File: src/rtl/rst_seq_pkg.sv
// Shared state encoding and default timing constants for the reset sequencer.
package rst_seq_pkg;

  typedef enum logic [2:0] {
    ST_HOLD     = 3'd0,
    ST_RELEASE  = 3'd1,
    ST_WAIT_ACK = 3'd2,
    ST_DONE     = 3'd3,
    ST_FAULT    = 3'd4
  } seq_state_e;

  localparam int DEF_NUM_STAGES  = 4;
  localparam int DEF_STAGE_DLY   = 1000;
  localparam int DEF_ACK_TIMEOUT = 50000;
  localparam int DEF_CNT_W       = 16;

endpackage

File: src/rtl/ack_sync.sv
// Two-flop synchronizer for a bus of independent level signals, async-reset to 0.
module ack_sync #(
  parameter int WIDTH = 1
) (
  input  logic             clk,
  input  logic             rst,
  input  logic [WIDTH-1:0] async_in,
  output logic [WIDTH-1:0] sync_out
);

  logic [WIDTH-1:0] meta_d, meta_q;
  logic [WIDTH-1:0] sync_d, sync_q;

  always_comb begin
    meta_d = async_in;
    sync_d = meta_q;
  end

  always_ff @(posedge clk or posedge rst) begin
    if (rst) begin
      meta_q <= '0;
      sync_q <= '0;
    end else begin
      meta_q <= meta_d;
      sync_q <= sync_d;
    end
  end

  assign sync_out = sync_q;

endmodule

File: src/rtl/reset_sequencer.sv
// Releases NUM_STAGES reset domains in ascending order, each after a settle gap
// and the previous domain's acknowledge; a missing acknowledge forces full reset.
module reset_sequencer
  import rst_seq_pkg::*;
#(
  parameter int NUM_STAGES  = DEF_NUM_STAGES,
  parameter int STAGE_DLY   = DEF_STAGE_DLY,
  parameter int ACK_TIMEOUT = DEF_ACK_TIMEOUT,
  parameter int CNT_W       = DEF_CNT_W
) (
  input  logic                  clk,
  input  logic                  rst,
  input  logic [NUM_STAGES-1:0] stage_ack,
  input  logic                  soft_req,
  output logic [NUM_STAGES-1:0] rst_out,
  output logic                  seq_done,
  output logic                  timeout_err,
  output logic [2:0]            cur_stage
);

  seq_state_e            state_q, state_d;
  logic [CNT_W-1:0]      cnt_q, cnt_d, cnt_inc;
  logic [NUM_STAGES-1:0] rst_out_q, rst_out_d;
  logic                  seq_done_q, seq_done_d;
  logic                  timeout_err_q, timeout_err_d;
  logic [2:0]            cur_stage_q, cur_stage_d;

  logic [NUM_STAGES-1:0] ack_s;
  logic [NUM_STAGES-1:0] stage_mask;
  logic                  cur_ack;
  logic                  last_stage;
  logic                  hold_done;
  logic                  ack_expired;

  ack_sync #(
    .WIDTH(NUM_STAGES)
  ) u_ack_sync (
    .clk      (clk),
    .rst      (rst),
    .async_in (stage_ack),
    .sync_out (ack_s)
  );

  always_comb begin
    cnt_inc     = (cnt_q == '1) ? cnt_q : cnt_q + CNT_W'(1);
    stage_mask  = NUM_STAGES'(1) << cur_stage_q;
    cur_ack     = |(ack_s & stage_mask);
    last_stage  = (cur_stage_q == 3'(NUM_STAGES - 1));
    hold_done   = (cnt_q >= CNT_W'(STAGE_DLY));
    // Fault is taken on the edge where the count would reach ACK_TIMEOUT-1,
    // which lands ACK_TIMEOUT cycles after the stage's rst_out falls.
    ack_expired = (cnt_inc >= CNT_W'(ACK_TIMEOUT - 1));
  end

  always_comb begin
    state_d       = state_q;
    cnt_d         = cnt_q;
    rst_out_d     = rst_out_q;
    seq_done_d    = seq_done_q;
    timeout_err_d = timeout_err_q;
    cur_stage_d   = cur_stage_q;

    unique case (state_q)
      ST_HOLD: begin
        if (hold_done) begin
          // Clear on the way in so the registered output drops with RELEASE.
          rst_out_d = rst_out_q & ~stage_mask;
          state_d   = ST_RELEASE;
        end else begin
          cnt_d = cnt_inc;
        end
      end

      ST_RELEASE: begin
        cnt_d   = '0;
        state_d = ST_WAIT_ACK;
      end

      ST_WAIT_ACK: begin
        if (cur_ack) begin
          if (last_stage) begin
            seq_done_d = 1'b1;
            state_d    = ST_DONE;
          end else begin
            cur_stage_d = cur_stage_q + 3'd1;
            cnt_d       = '0;
            state_d     = ST_HOLD;
          end
        end else if (ack_expired) begin
          rst_out_d     = '1;
          timeout_err_d = 1'b1;
          state_d       = ST_FAULT;
        end else begin
          cnt_d = cnt_inc;
        end
      end

      ST_DONE, ST_FAULT: begin
        if (soft_req) begin
          rst_out_d     = '1;
          seq_done_d    = 1'b0;
          timeout_err_d = 1'b0;
          cur_stage_d   = '0;
          cnt_d         = '0;
          state_d       = ST_HOLD;
        end
      end

      default: begin
        rst_out_d     = '1;
        seq_done_d    = 1'b0;
        cur_stage_d   = '0;
        cnt_d         = '0;
        state_d       = ST_HOLD;
      end
    endcase
  end

  always_ff @(posedge clk or posedge rst) begin
    if (rst) begin
      state_q       <= ST_HOLD;
      cnt_q         <= '0;
      rst_out_q     <= '1;
      seq_done_q    <= 1'b0;
      timeout_err_q <= 1'b0;
      cur_stage_q   <= '0;
    end else begin
      state_q       <= state_d;
      cnt_q         <= cnt_d;
      rst_out_q     <= rst_out_d;
      seq_done_q    <= seq_done_d;
      timeout_err_q <= timeout_err_d;
      cur_stage_q   <= cur_stage_d;
    end
  end

  assign rst_out     = rst_out_q;
  assign seq_done    = seq_done_q;
  assign timeout_err = timeout_err_q;
  assign cur_stage   = cur_stage_q;

endmodule

File: config.mk
export PLATFORM = sky130hd
export DESIGN_NAME = reset_sequencer
export DESIGN_NICKNAME = d
export VERILOG_FILES = /design/src/rtl/rst_seq_pkg.sv /design/src/rtl/ack_sync.sv /design/src/rtl/reset_sequencer.sv
export SDC_FILE = /design/constraint.sdc
export NUM_CORES = 1
export LEC_CHECK = 0
export ABC_AREA = 1
export CAP_MARGIN = 20
export CORE_ASPECT_RATIO = 0.7
export CORE_MARGIN = 4
export CORE_UTILIZATION = 40
export DETAILED_ROUTE_END_ITERATION = 8
export GPL_ROUTABILITY_DRIVEN = 0
export SYNTH_ARGS = -nofsm -noshare
export SYNTH_HDL_FRONTEND = slang
export SYNTH_SLANG_ARGS = --single-unit
File: constraint.sdc
create_clock -name clk -period 4.4 [get_ports clk]
set_input_delay 0.88 -clock clk [delete_from_list [all_inputs] [get_ports clk]]
set_output_delay 0.88 -clock clk [all_outputs]
set_load 0.005 [all_outputs]
Word-level counts from Yosys, hierarchy flattened
Cells that the tools add are included.
{"block": "word_totals", "register_bits": 36, "word_cells": 74}
{"block": "op_classes", "add_sub_neg": 2, "magnitude_cmp": 2, "eq_ne": 17, "shift": 1, "mux": 28, "bitwise": 5, "reduce_logical": 11}
{"operator": "16-bit 2-to-1 mux", "n": 6}
{"operator": "16-bit case mux with 3 select lines", "n": 1}
{"operator": "3-bit 2-to-1 mux", "n": 6}
{"operator": "16-bit by 1-bit adder with 16-bit output (second input constant)", "n": 1}
{"operator": "16-bit equality test (second input constant)", "n": 1}
{"operator": "16-bit by 10-bit greater-or-equal comparator with 1-bit output (second input constant)", "n": 1}
{"operator": "16-bit greater-or-equal comparator (second input constant)", "n": 1}
{"operator": "4-bit 2-to-1 mux", "n": 4}
{"operator": "2-bit inequality test (second input constant)", "n": 8}
{"operator": "4-bit case mux with 4 select lines", "n": 1}
{"operator": "4-bit AND reduction", "n": 4}
{"operator": "3-bit case mux with 4 select lines", "n": 1}
{"operator": "3-bit by 2-bit equality test with 1-bit output (second input constant)", "n": 3}
{"operator": "3-bit inequality test (second input constant)", "n": 3}
{"operator": "3-bit case mux with 3 select lines", "n": 1}
{"operator": "4-bit AND", "n": 2}
{"operator": "1-bit 2-to-1 mux", "n": 5}
{"operator": "5-bit AND reduction", "n": 1}
{"operator": "4-bit inverter", "n": 1}
{"operator": "2-bit OR reduction", "n": 2}
{"operator": "4-bit OR reduction", "n": 1}
{"operator": "1-bit by 3-bit << shifter with 4-bit output (first input constant)", "n": 1}
{"operator": "3-bit by 1-bit adder with 3-bit output (second input constant)", "n": 1}
{"operator": "3-bit by 1-bit equality test with 1-bit output (second input constant)", "n": 1}
{"operator": "8 further kinds", "n": 9}

Depth between registers and ports, before layout
Gate-level depths: netlist of the first run.
{"block": "depth", "ltp_word": 6, "mapped_depth": 16, "depth_no_buf": 15}

Hierarchy
A second synthesis of the first run with hierarchy kept.
{"block": "unflattened", "hier_cells": 328, "hier_area_um2": 2307.2}
{"module": "reset_sequencer", "n_inst": 1, "cells_each": 319, "area_each_um2": 2103.3, "seq_area_each_um2": 705.7}
{"module": "ack_sync", "n_inst": 1, "cells_each": 9, "area_each_um2": 203.9, "seq_area_each_um2": 200.2}

Worst setup path before layout of the first run
Ideal clock, no wire load.
{"block": "synth_timing", "kind": "register to register", "startpoint": "reg cur_stage_q[0], in the netlist cur_stage[0]", "endpoint": "reg cnt_q[3]", "setup_ns": 0.065, "arrival_ns": 2.072, "required_time_ns": 4.335, "slack_ns": 2.262, "stages_incl_launch_ff": 14, "period_less_slack_ns": 2.138, "cell_sequence": "dfrtp_1 > ha_1 > ha_1 > a32o_1 > nor2_1 > inv_1 > nor2_1 > nor2_1 > inv_1 > buf_2 > nand2_1 > inv_1 > nand3_1 > nand2_1"}
{"block": "synth_via", "elab_chain_len": 5, "elab_cells_between_ends": 9, "cone_classes": "eq/ne (3); shift (1); mux (2); bitwise (1); reduce/logical (2)"}
{"item": "start, declared", "line_no": "reset_sequencer.sv:26", "text": "logic [2:0] cur_stage_q, cur_stage_d;"}
{"item": "start signal, assigned", "line_no": "reset_sequencer.sv:133", "text": "cur_stage_q <= cur_stage_d;"}
{"item": "1-bit by 3-bit << shifter with 4-bit output", "line_no": "reset_sequencer.sv:46", "text": "stage_mask = NUM_STAGES'(1) << cur_stage_q;"}
{"item": "4-bit AND", "line_no": "reset_sequencer.sv:47", "text": "cur_ack = |(ack_s & stage_mask);"}
{"item": "4-bit OR reduction", "line_no": "reset_sequencer.sv:47"}
{"item": "3-bit inequality test (no line) or 16-bit 2-to-1 mux (tied branches)"}
{"item": "4-bit AND reduction (no line) or 16-bit case mux with 3 select lines (tied branches)"}
{"item": "end signal, assigned", "line_no": "reset_sequencer.sv:129", "text": "cnt_q <= cnt_d;"}
{"item": "end, declared", "line_no": "reset_sequencer.sv:22", "text": "logic [CNT_W-1:0] cnt_q, cnt_d, cnt_inc;"}
Several ways; a longest one is shown, not always the timed one.
A chain may end at the register's enable or synchronous reset.

Worst setup path in the final report of the first run
{"block": "layout_timing", "startpoint": "reg cnt_q[0]", "endpoint": "reg rst_out_q[0], in the netlist rst_out[0]"}
{"block": "layout_via", "elab_chain_len": 5, "elab_cells_between_ends": 8, "cone_classes": "add/sub (1); order compare (2); eq/ne (3); mux (1); reduce/logical (1)"}
{"item": "16-bit by 1-bit adder with 16-bit output or 16-bit equality test (tied branches)", "line_no": "reset_sequencer.sv:45", "text": "cnt_inc = (cnt_q == '1) ? cnt_q : cnt_q + CNT_W'(1);"}
{"item": "16-bit 2-to-1 mux", "line_no": "reset_sequencer.sv:45"}
{"item": "16-bit greater-or-equal comparator", "line_no": "reset_sequencer.sv:52", "text": "ack_expired = (cnt_inc >= CNT_W'(ACK_TIMEOUT - 1));"}
{"item": "2-bit inequality test (no line)"}
{"item": "5-bit AND reduction (no line) *"}
{"item": "end signal, assigned", "line_no": "reset_sequencer.sv:130", "text": "rst_out_q <= rst_out_d;"}
{"item": "end, declared", "line_no": "reset_sequencer.sv:23", "text": "logic [NUM_STAGES-1:0] rst_out_q, rst_out_d;"}
Mark *: on every way between the ends. The rest lies on a longest branch, timed or not.

==> results.json, run 1 <==
{
  "synthAdderAreaFrac_pct": 3.525,
  "post-route-util_pct": 47.98,
  "diodes": 0,
  "io_buffers": 15,
  "cts_made_buffers": 5,
  "first_pass_iters": 4,
  "place_area_mm2": 0.002690,
  "powerDensity_mw_per_mm2": 237.0,
  "yosysWarningCount": 0,
  "timing_worst_setup_path_type": "reg -> reg",
  "drt-total-wl_um": 5944,
  "pwr-share-seq_pct": 50.3,
  "synth-xor-area-share_pct": 2.820,
  "grt_pass1_vias": 2066,
  "start_util_pct": 42.33,
  "ys_ff_latch": 36,
  "io_pins": 16,
  "r2r_cells": 13,
  "postRouteAntennaNets": 0,
  "rows": 23,
  "async_reset_ff_share_pct": 100.0,
  "finalInstanceArea_mm2": 0.002816,
  "core_area_mm2": 0.005871,
  "drv_slew": 0,
  "worstHoldPathCells": 0,
  "grtUsageTotal_pct": 17.66,
  "syn_area_mm2": 0.002485,
  "synthTopCellsByCount": "nand2_1 (133), nand3_1 (45), inv_1 (40)",
  "startpoint": "cnt_q[0]",
  "syn_area_per_cell_um2": 6.883,
  "max-slew-margin-rel_pct": 59.56,
  "nNetsFinal": 391,
  "cap_violations": 0,
  "status": "completed",
  "fin_tns_setup_ns": 0,
  "vdd_drop_max_uv": 154.5,
  "viasPerCell": 4.978,
  "cp_max_fo": 7,
  "finalSetupViolCount": 0,
  "cts_tree": "built",
  "switching_power_uw": 127.3,
  "p_clk_share_pct": 47.7,
  "required_ns": 4.63,
  "grt_overflow": 0,
  "drive_above_1_share_pct": 8.995,
  "grt_max_degree": 37,
  "die_area_mm2": 0.007558,
  "yosysSeqAreaShare_pct": 36.46,
  "n_fill_cell": 602,
  "synth_top_family_by_area": "simple AND/OR/NAND/NOR gates",
  "dr_total_vias": 2255,
  "drt_iter0_markers": 156,
  "synthMuxAreaShare_pct": 0,
  "yosysUniqueCellTypes": 31,
  "h-tree-depth": 2,
  "synth-simple-area-share_pct": 43.71,
  "syn_to_final_growth_pct": 13.34,
  "cts-root-buf": "clkbuf_8",
  "leakage_nw": 1.486,
  "holdWs_ns": 0.3501,
  "fin_cells": 453,
  "netSwitchingFraction_pct": 19.07,
  "fmax_mhz": 378.8,
  "chipHeight_um": 73.95,
  "whs_endpoint": "u_ack_sync.sync_out[0]",
  "rsz0062_at_grt": "false",
  "cts_hold_buf": 0,
  "hold_class": "reg -> reg",
  "cts_resized": 0,
  "dieWidth_um": 102.2,
  "syn-instance-count": 361,
  "path_clk_slew_ns": 0.07,
  "fin_worst_skew_ns": 0.004982,
  "wl_per_cell_um": 13.12,
  "syn_nets": 375,
  "cts.sinks": 36,
  "synth_ff_type": "dfrtp_1",
  "setup.worst_path.start_class": "flip-flop",
  "worstHoldStart": "u_ack_sync.meta_q[0]",
  "synth_edf_count": 0,
  "total_power_uw": 667.6,
  "worst_pin_slew_ns": 0.6066,
  "cp_data_arrival_time_ns": 2.87,
  "worst_slack_ns": 1.760,
  "synth_top_area_cell": "dfrtp_1",
  "finalCritPeriodShare_pct": 60.01,
  "r2r-end": "rst_out[0]",
  "yosys.cell_count.top_type": "nand2_1",
  "synth_compound_area_share_pct": 4.985,
  "antenna_found_initial": 0,
  "drc_errors": 0,
  "rrSetupSlack_ns": 1.76,
  "clk_latency_ns": 0.29,
  "p_comb_share_pct": 2.0,
  "p_int_uw": 540.2,
  "crit_path_end_kind": "flip-flop",
  "synth_top_cell_area_share_pct": 32.23,
  "dpl.hpwl_um": 4703,
  "dp.cells": 445,
  "max-clock-path-buffers": 2,
  "r2r_start": "cnt_q[0]",
  "min_period_ns": 2.640,
  "place_worst_setup_slack_ns": 1.800,
  "synth_area_leaders": "dfrtp_1 (32%), nand2_1 (20%), nand3_1 (9.1%)",
  "finalHoldViolations": 0,
  "post_cts.repair.setup_buffers": 0,
  "grt_pass1_wl_um": 10320
}
## routing by layer
metal  track usage, %  routed length, µm
met1            27.98               3292
met2            23.11               2245
met3            5.436                362
met4            3.930                 44
met5                0                  0
## power by group through the flow
stage / Sequential (mW) / Combinational, mW / Clock [mW]
3_5_place_dp: 0.342 / 0.0138 / 0
4_1_cts: 0.336 / 0.0139 / 0.324
6_report: 0.336 / 0.0132 / 0.318
3_3_place_gp: 0.342 / 0.0138 / 0
2_1_floorplan: 0.342 / 0.00594 / 0
5_1_grt: 0.336 / 0.0156 / 0.336
## registers in the layout, indices dropped and copies added (netlist names)
| register | count |
|---|---|
| cnt_q | 16 |
| rst_out | 4 |
| seq_done | 1 |
| timeout_err | 1 |
| state_q | 3 |
| cur_stage | 3 |
| u_ack_sync.meta_q | 4 |
| u_ack_sync.sync_out | 4 |
## worst max-delay path, stage by stage, from the launching register on
cell,delay [ns]
dfrtp_1,0.53
ha_1,0.35
nand3_1,0.15
nor2_1,0.29
nand3_1,0.16
xor2_1,0.16
nand2_1,0.09
nand2_1,0.10
inv_1,0.08
nand2_1,0.10
nand3_1,0.22
nand2_1,0.21
nand2_1,0.07
nand2_1,0.06
## placed cells by master (no fill, tap or decap), types with 2 or more instances in the layout
cell,Yosys,routed
nand2_1,133,133
nand3_1,45,45
inv_1,40,40
nor2_1,33,33
dfrtp_1,32,32
clkdlybuf4s50_1,0,15
o21ai_0,8,8
xor2_1,7,7
nor2_4,7,7
ha_1,7,7
clkbuf_8,0,7
a21oi_1,6,6
nand2_2,4,4
inv_2,4,4
o21bai_1,4,4
nand4_1,4,4
dfstp_2,4,4
nor3_1,3,3
nor2_2,2,2
nand2_4,2,2
## worst max-delay path by stage
stage | endpoint | slack (ns) | cells after the start
global placement | rst_out[0] | 1.83 | 13
finish | rst_out[0] | 1.76 | 13
global route | rst_out[2] | 1.43 | 13
CTS | rst_out[0] | 1.77 | 13
detailed placement | rst_out[1] | 1.80 | 13
floorplan | cnt_q[3] | 2.26 | 13
## cell type report
| type | instances | area (µm²) | share of cell area (%) |
|---|---|---|---|
| clock buffer | 7 | 96.34 | 3.421 |
| clock inverter | 1 | 30.03 | 1.066 |
| inverter | 44 | 165.2 | 5.864 |
| sequential | 36 | 905.9 | 32.16 |
| timing repair buffer | 16 | 157.7 | 5.598 |
| tap | 75 | 93.84 | 3.332 |
| multi-input combinational | 274 | 1368 | 48.56 |
## logic make-up (layout without fill, tap and decap cells)
group,count (synthesis),count (layout)
compound gates,21,21
xor+xnor,8,8
fa+ha+maj,7,7
buf+inv,51,68
flops,36,36
simple gates,238,238
No activity file was read; power rests on OpenSTA's default activity.
==> run 2: changes to the inputs <==
- clock period: 4.4 -> 2.65 ns (I/O delays scaled with it)
==> run 2 against run 1 <==
Register-to-register slack lost 1.5 ns; clock power rose by 15%; sequential share of layout area down 0.21 points; combinational power rose by 67%; worst setup slack worse by 1.5 ns; routed wire length up 1.4%; clock skew decreased by 0.0022 ns; core utilization grew 0.32 points; critical path type unchanged; largest power group unchanged.
==> results.json, run 2 (synthesis results as in run 1) <==
{
  "status": "completed",
  "cp_data_arrival_time_ns": 2.61,
  "grt_overflow": 0,
  "cap_violations": 0,
  "path_clk_slew_ns": 0.07,
  "viasPerCell": 4.931,
  "powerDensity_mw_per_mm2": 333.1,
  "vdd_drop_max_uv": 287.0,
  "worstHoldPathCells": 0,
  "largest_reg_flops": 16,
  "nNetsFinal": 400,
  "startpoint": "cnt_q[0]",
  "cts_tree": "built",
  "worst_pin_slew_ns": 0.5076,
  "dpl.hpwl_um": 4778,
  "fmax_mhz": 417.9,
  "cts_made_buffers": 5,
  "rrSetupSlack_ns": 0.26,
  "timing_worst_setup_path_type": "reg -> reg",
  "cp_top_family": "simple AND/OR/NAND/NOR gates",
  "whs_endpoint": "u_ack_sync.sync_out[0]",
  "grtUsageTotal_pct": 17.12,
  "slowest_stage": "dfrtp_1",
  "cts.sinks": 36,
  "fin_tns_setup_ns": 0,
  "chipHeight_um": 73.95,
  "regMostFlops": "cnt_q",
  "crit_path_end_kind": "flip-flop",
  "cp_max_fo": 19,
  "die_area_mm2": 0.007558,
  "worstHoldStart": "u_ack_sync.meta_q[0]",
  "hold_class": "reg -> reg",
  "postRouteAntennaNets": 0,
  "core_area_mm2": 0.005871,
  "grt_pass1_wl_um": 10120,
  "final_common_cell": "nand2_1",
  "leakage_nw": 1.510,
  "cts-root-buf": "clkbuf_8",
  "drt-total-wl_um": 6025,
  "dr_total_vias": 2273,
  "grt_pass1_vias": 2034,
  "drive_above_1_share_pct": 10.62,
  "total_power_uw": 944.4,
  "diodes": 0,
  "h-tree-depth": 2,
  "r2r_start": "cnt_q[0]",
  "layout_common_cells": "nand2_1 (133), nand3_1 (45), inv_1 (40)",
  "crit_buf_inv": 1,
  "finalSetupViolCount": 0,
  "drv_slew": 0,
  "first_pass_iters": 4,
  "rsz0062_at_grt": "false",
  "drc_errors": 0,
  "io_buffers": 15,
  "syn_to_final_growth_pct": 14.10,
  "cts_resized": 0,
  "cts_hold_buf": 0,
  "min_period_ns": 2.393,
  "wl_per_cell_um": 13.07,
  "max-clock-path-buffers": 2,
  "antenna_found_initial": 0,
  "rows": 23,
  "grt_max_degree": 37,
  "start_util_pct": 42.33,
  "worstPathCellList": "ha_1 -> nand2_1 -> nor2_4 -> nand2_4 -> nor2_4 -> inv_2 -> nand2_1 -> nand2_1 -> nor2_1 -> nand2_1 -> nand2_2 -> nand3_4 -> nand2_4 -> nand2_1 -> nand2_1",
  "r2r-end": "cnt_q[0]",
  "io_pins": 16,
  "fin_worst_skew_ns": 0.002755,
  "finalCritPeriodShare_pct": 90.30,
  "path_depth": 15,
  "setup.worst_path.start_class": "flip-flop",
  "post_cts.repair.setup_buffers": 0,
  "max-slew-margin-rel_pct": 65.90,
  "r2r_cells": 15,
  "finalHoldViolations": 0,
  "dieWidth_um": 102.2,
  "critical_path.max_stage_delay_ns": 0.35,
  "required_ns": 2.87,
  "cpMostUsedCell": "nand2_1",
  "drt_iter0_markers": 247,
  "clk_latency_ns": 0.28
}
-- run 2: cell count changes in the layout (fill, tap and decap cells not counted) --
cell and change:
buf_4 +9, bufinv_16 -1, clkbuf_1 +1, clkbuf_8 -2, clkinv_2 +1
-- run 2: how the worst max path moves through the flow --
stage / endpoint
after floorplan: cnt_q[3]
after global placement: rst_out[2]
after detailed placement: cnt_q[0]
after CTS: cnt_q[0]
after global routing: cnt_q[0]
final: cnt_q[0]
-- run 2: power breakdown --
| group | leakage [nW] | switching, mW | total [mW] | internal, mW |
|---|---|---|---|---|
| sequential | 0.456 | 0.00187 | 0.558 | 0.556 |
| clock | 0.0410 | 0.186 | 0.365 | 0.179 |
| combinational | 1.01 | 0.0127 | 0.0221 | 0.00946 |
| total | 1.51 | 0.200 | 0.944 | 0.744 |
-- run 2: area by class of cell --
cell class | instances | area [µm²]
well taps | 75 | 93.84
flip-flops and latches | 36 | 905.9
repair buffers | 25 | 225.2
multi-input cells | 274 | 1368
inverters | 44 | 165.2
clock buffers | 6 | 72.57
clock inverters | 1 | 5.005
fillers | 596 | 3035
-- run 2: metrics by stage --
| step | cells | worst slack, ns | util (%) | hold slack, ns | instance area (µm²) |
|---|---|---|---|---|---|
| 6_report | 461 | 0.2570 | 48.30 | 0.3495 | 2835 |
| 2_1_floorplan | 361 | 0.5124 | - | 0.3312 | 2485 |
| 3_5_place_dp | 454 | 0.3017 | 46.97 | 0.3347 | 2758 |
| 4_1_cts | 461 | 0.2789 | 48.30 | 0.3516 | 2835 |
| 5_1_grt | 461 | 0.02459 | 48.30 | 0.3609 | 2835 |
| 3_3_place_gp | 454 | 0.3127 | 46.97 | 0.3320 | 2758 |
-- run 2: worst register-to-register path: cells and delay by family (launching register included) --
family                     cells  cell delay, ns
adders and majority gates      1            0.27
buffers and inverters          1            0.09
and+or+nand+nor               13            1.62
DFF                            1            0.35
-- run 2: routing by layer --
metal  wire (µm)  part of all wire [%]  track usage (%)
met1        3410                    57            29.23
met2        2220                    37            22.03
met3         379                   6.3            3.655
met4          15                  0.25            1.747
met5           0                     0                0
==> run 3: changes to the inputs <==
- CAP_MARGIN: 20 -> not set
- PLACE_DENSITY_LB_ADDON: not set -> 0.12
==> run 3 against run 2 <==
Global-route usage grew 0.22 points; via count grew 1.8%; sequential power is essentially flat; core utilization grew 0.34 points; first-iteration DRC count shrank 23%; critical path depth shrank 3; flip-flop and latch count is the same; combinational power is essentially flat; critical path type unchanged; largest power group unchanged.
==> results.json, run 3 (synthesis results as in run 1) <==
{
  "required_ns": 2.89,
  "core_area_mm2": 0.005871,
  "vdd_drop_max_uv": 201.6,
  "worst_pin_slew_ns": 0.5734,
  "whs_endpoint": "u_ack_sync.sync_out[0]",
  "min_period_ns": 2.397,
  "cts-root-buf": "clkbuf_8",
  "postRouteAntennaNets": 0,
  "dpl.hpwl_um": 4699,
  "cts_made_buffers": 5,
  "grt_max_degree": 37,
  "cts_hold_buf": 0,
  "layout_common_cells": "nand2_1 (133), nand3_1 (45), inv_1 (40)",
  "clk_latency_ns": 0.29,
  "final_common_cell": "nand2_1",
  "grt_pass1_wl_um": 10120,
  "drive_above_1_share_pct": 10.16,
  "h-tree-depth": 2,
  "chipHeight_um": 73.95,
  "n_fill_cell": 599,
  "r2r-end": "rst_out[2]",
  "dr_total_vias": 2315,
  "fmax_mhz": 417.1,
  "grt_use_met1_pct": 29.06,
  "setup.worst_path.start_class": "flip-flop",
  "met2_usage_pct": 22.39,
  "finalInstanceArea_mm2": 0.002855,
  "io_buffers": 15,
  "dp.cells": 451,
  "start_util_pct": 42.33,
  "drt-total-wl_um": 6077,
  "place_area_mm2": 0.002748,
  "post-route-util_pct": 48.64,
  "worstHoldStart": "u_ack_sync.meta_q[0]",
  "cts_tree": "built",
  "worst_slack_ns": 0.2525,
  "cts.sinks": 36,
  "drt_iter0_markers": 190,
  "drc_errors": 0,
  "syn_to_final_growth_pct": 14.90,
  "fin_tns_setup_ns": 0,
  "nNetsFinal": 397,
  "timing_worst_setup_path_type": "reg -> reg",
  "finalCritPeriodShare_pct": 90.47,
  "viasPerCell": 5.044,
  "busiest_layer": "met1",
  "crit_path_end_kind": "flip-flop",
  "grt_pass1_vias": 2022,
  "hold_class": "reg -> reg",
  "io_pins": 16,
  "rsz0062_at_grt": "false",
  "status": "completed",
  "grt_overflow": 0,
  "fin_worst_skew_ns": 0.004457,
  "leakage_nw": 1.515,
  "worstHoldPathCells": 0,
  "path_clk_slew_ns": 0.07,
  "max-clock-path-buffers": 2,
  "total_power_mw": 1.053,
  "rows": 23,
  "finalHoldViolations": 0,
  "regMostFlops": "cnt_q",
  "place_worst_setup_slack_ns": 0.2208,
  "finalSetupViolCount": 0,
  "drv_slew": 0,
  "diodes": 0,
  "antenna_found_initial": 0,
  "powerDensity_mw_per_mm2": 368.8,
  "rrSetupSlack_ns": 0.25,
  "cp_data_arrival_time_ns": 2.63,
  "fin_cells": 459,
  "cap_violations": 0,
  "gr-usage-met3_pct": 3.374,
  "die_area_mm2": 0.007558,
  "largest_reg_flops": 16,
  "grtUsageTotal_pct": 17.34,
  "cp_max_fo": 6,
  "r2r_cells": 12,
  "wl_per_cell_um": 13.24,
  "dieWidth_um": 102.2,
  "max-slew-margin-rel_pct": 61.48,
  "holdWs_ns": 0.3518,
  "r2r_start": "cnt_q[0]",
  "first_pass_iters": 7
}
==> run 3: cell count changes in the layout (fill, tap and decap cells not counted), sizes merged <==
cell,before,now
buf,10,7
bufinv,0,1
==> run 3: per-layer routing <==
| metal | wire length [µm] | part of all wire [%] | up-vias |
|---|---|---|---|
| met4 | 40 | 0.66 | 0 |
| met5 | 0 | 0 | - |
| met1 | 3227 | 53 | 1050 |
| met3 | 412 | 6.8 | 8 |
| met2 | 2397 | 39 | 84 |
| li1 | - | - | 1173 |
==> run 3: worst max path at each step <==
stage	startpoint	to	slack, ns	cells after the start
floorplan	cur_stage[0]	cnt_q[3]	0.51	13
global placement	cnt_q[0]	rst_out[1]	0.17	14
detailed placement	cnt_q[0]	rst_out[3]	0.22	14
CTS	cnt_q[0]	rst_out[3]	0.19	14
global route	cnt_q[1]	cnt_q[8]	0.02	15
finish	cnt_q[0]	rst_out[2]	0.25	12
==> run 3: cell type report <==
| class | count | area (µm²) | share of cell area, % |
|---|---|---|---|
| Tap cell | 75 | 93.84 | 3.287 |
| Sequential cell | 36 | 905.9 | 31.73 |
| Timing Repair Buffer | 22 | 215.2 | 7.537 |
| Inverter | 44 | 165.2 | 5.784 |
| Multi-Input combinational cell | 274 | 1368 | 47.90 |
| Clock buffer | 6 | 72.57 | 2.542 |
| Clock inverter | 2 | 35.03 | 1.227 |
==> run 3: what timing repair did <==
action | in CTS | in global routing
buffers inserted | 0 | 0
setup endpoints to repair | 0 | 4
gates resized for setup | 0 | 1
==> run 3: report_power, final <==
| group | switching [mW] | total (mW) | leakage (nW) | internal [mW] |
|---|---|---|---|---|
| combinational | 0.0128 | 0.0222 | 1.00 | 0.00944 |
| clock | 0.194 | 0.473 | 0.0552 | 0.279 |
| sequential | 0.00210 | 0.558 | 0.456 | 0.556 |
| total | 0.209 | 1.05 | 1.51 | 0.844 |
==> run 3: critical path, stage by stage (launching register included) <==
cell and delay, ns:
dfrtp_1 0.35, ha_1 0.29, nand3_1 0.15, nor2_1 0.33, xnor2_1 0.16, nand2_1 0.11
a21oi_1 0.21, nand2_1 0.09, nand2_1 0.11, nand3_1 0.21, nand2_1 0.20, nand2_1 0.07
nand2_1 0.06
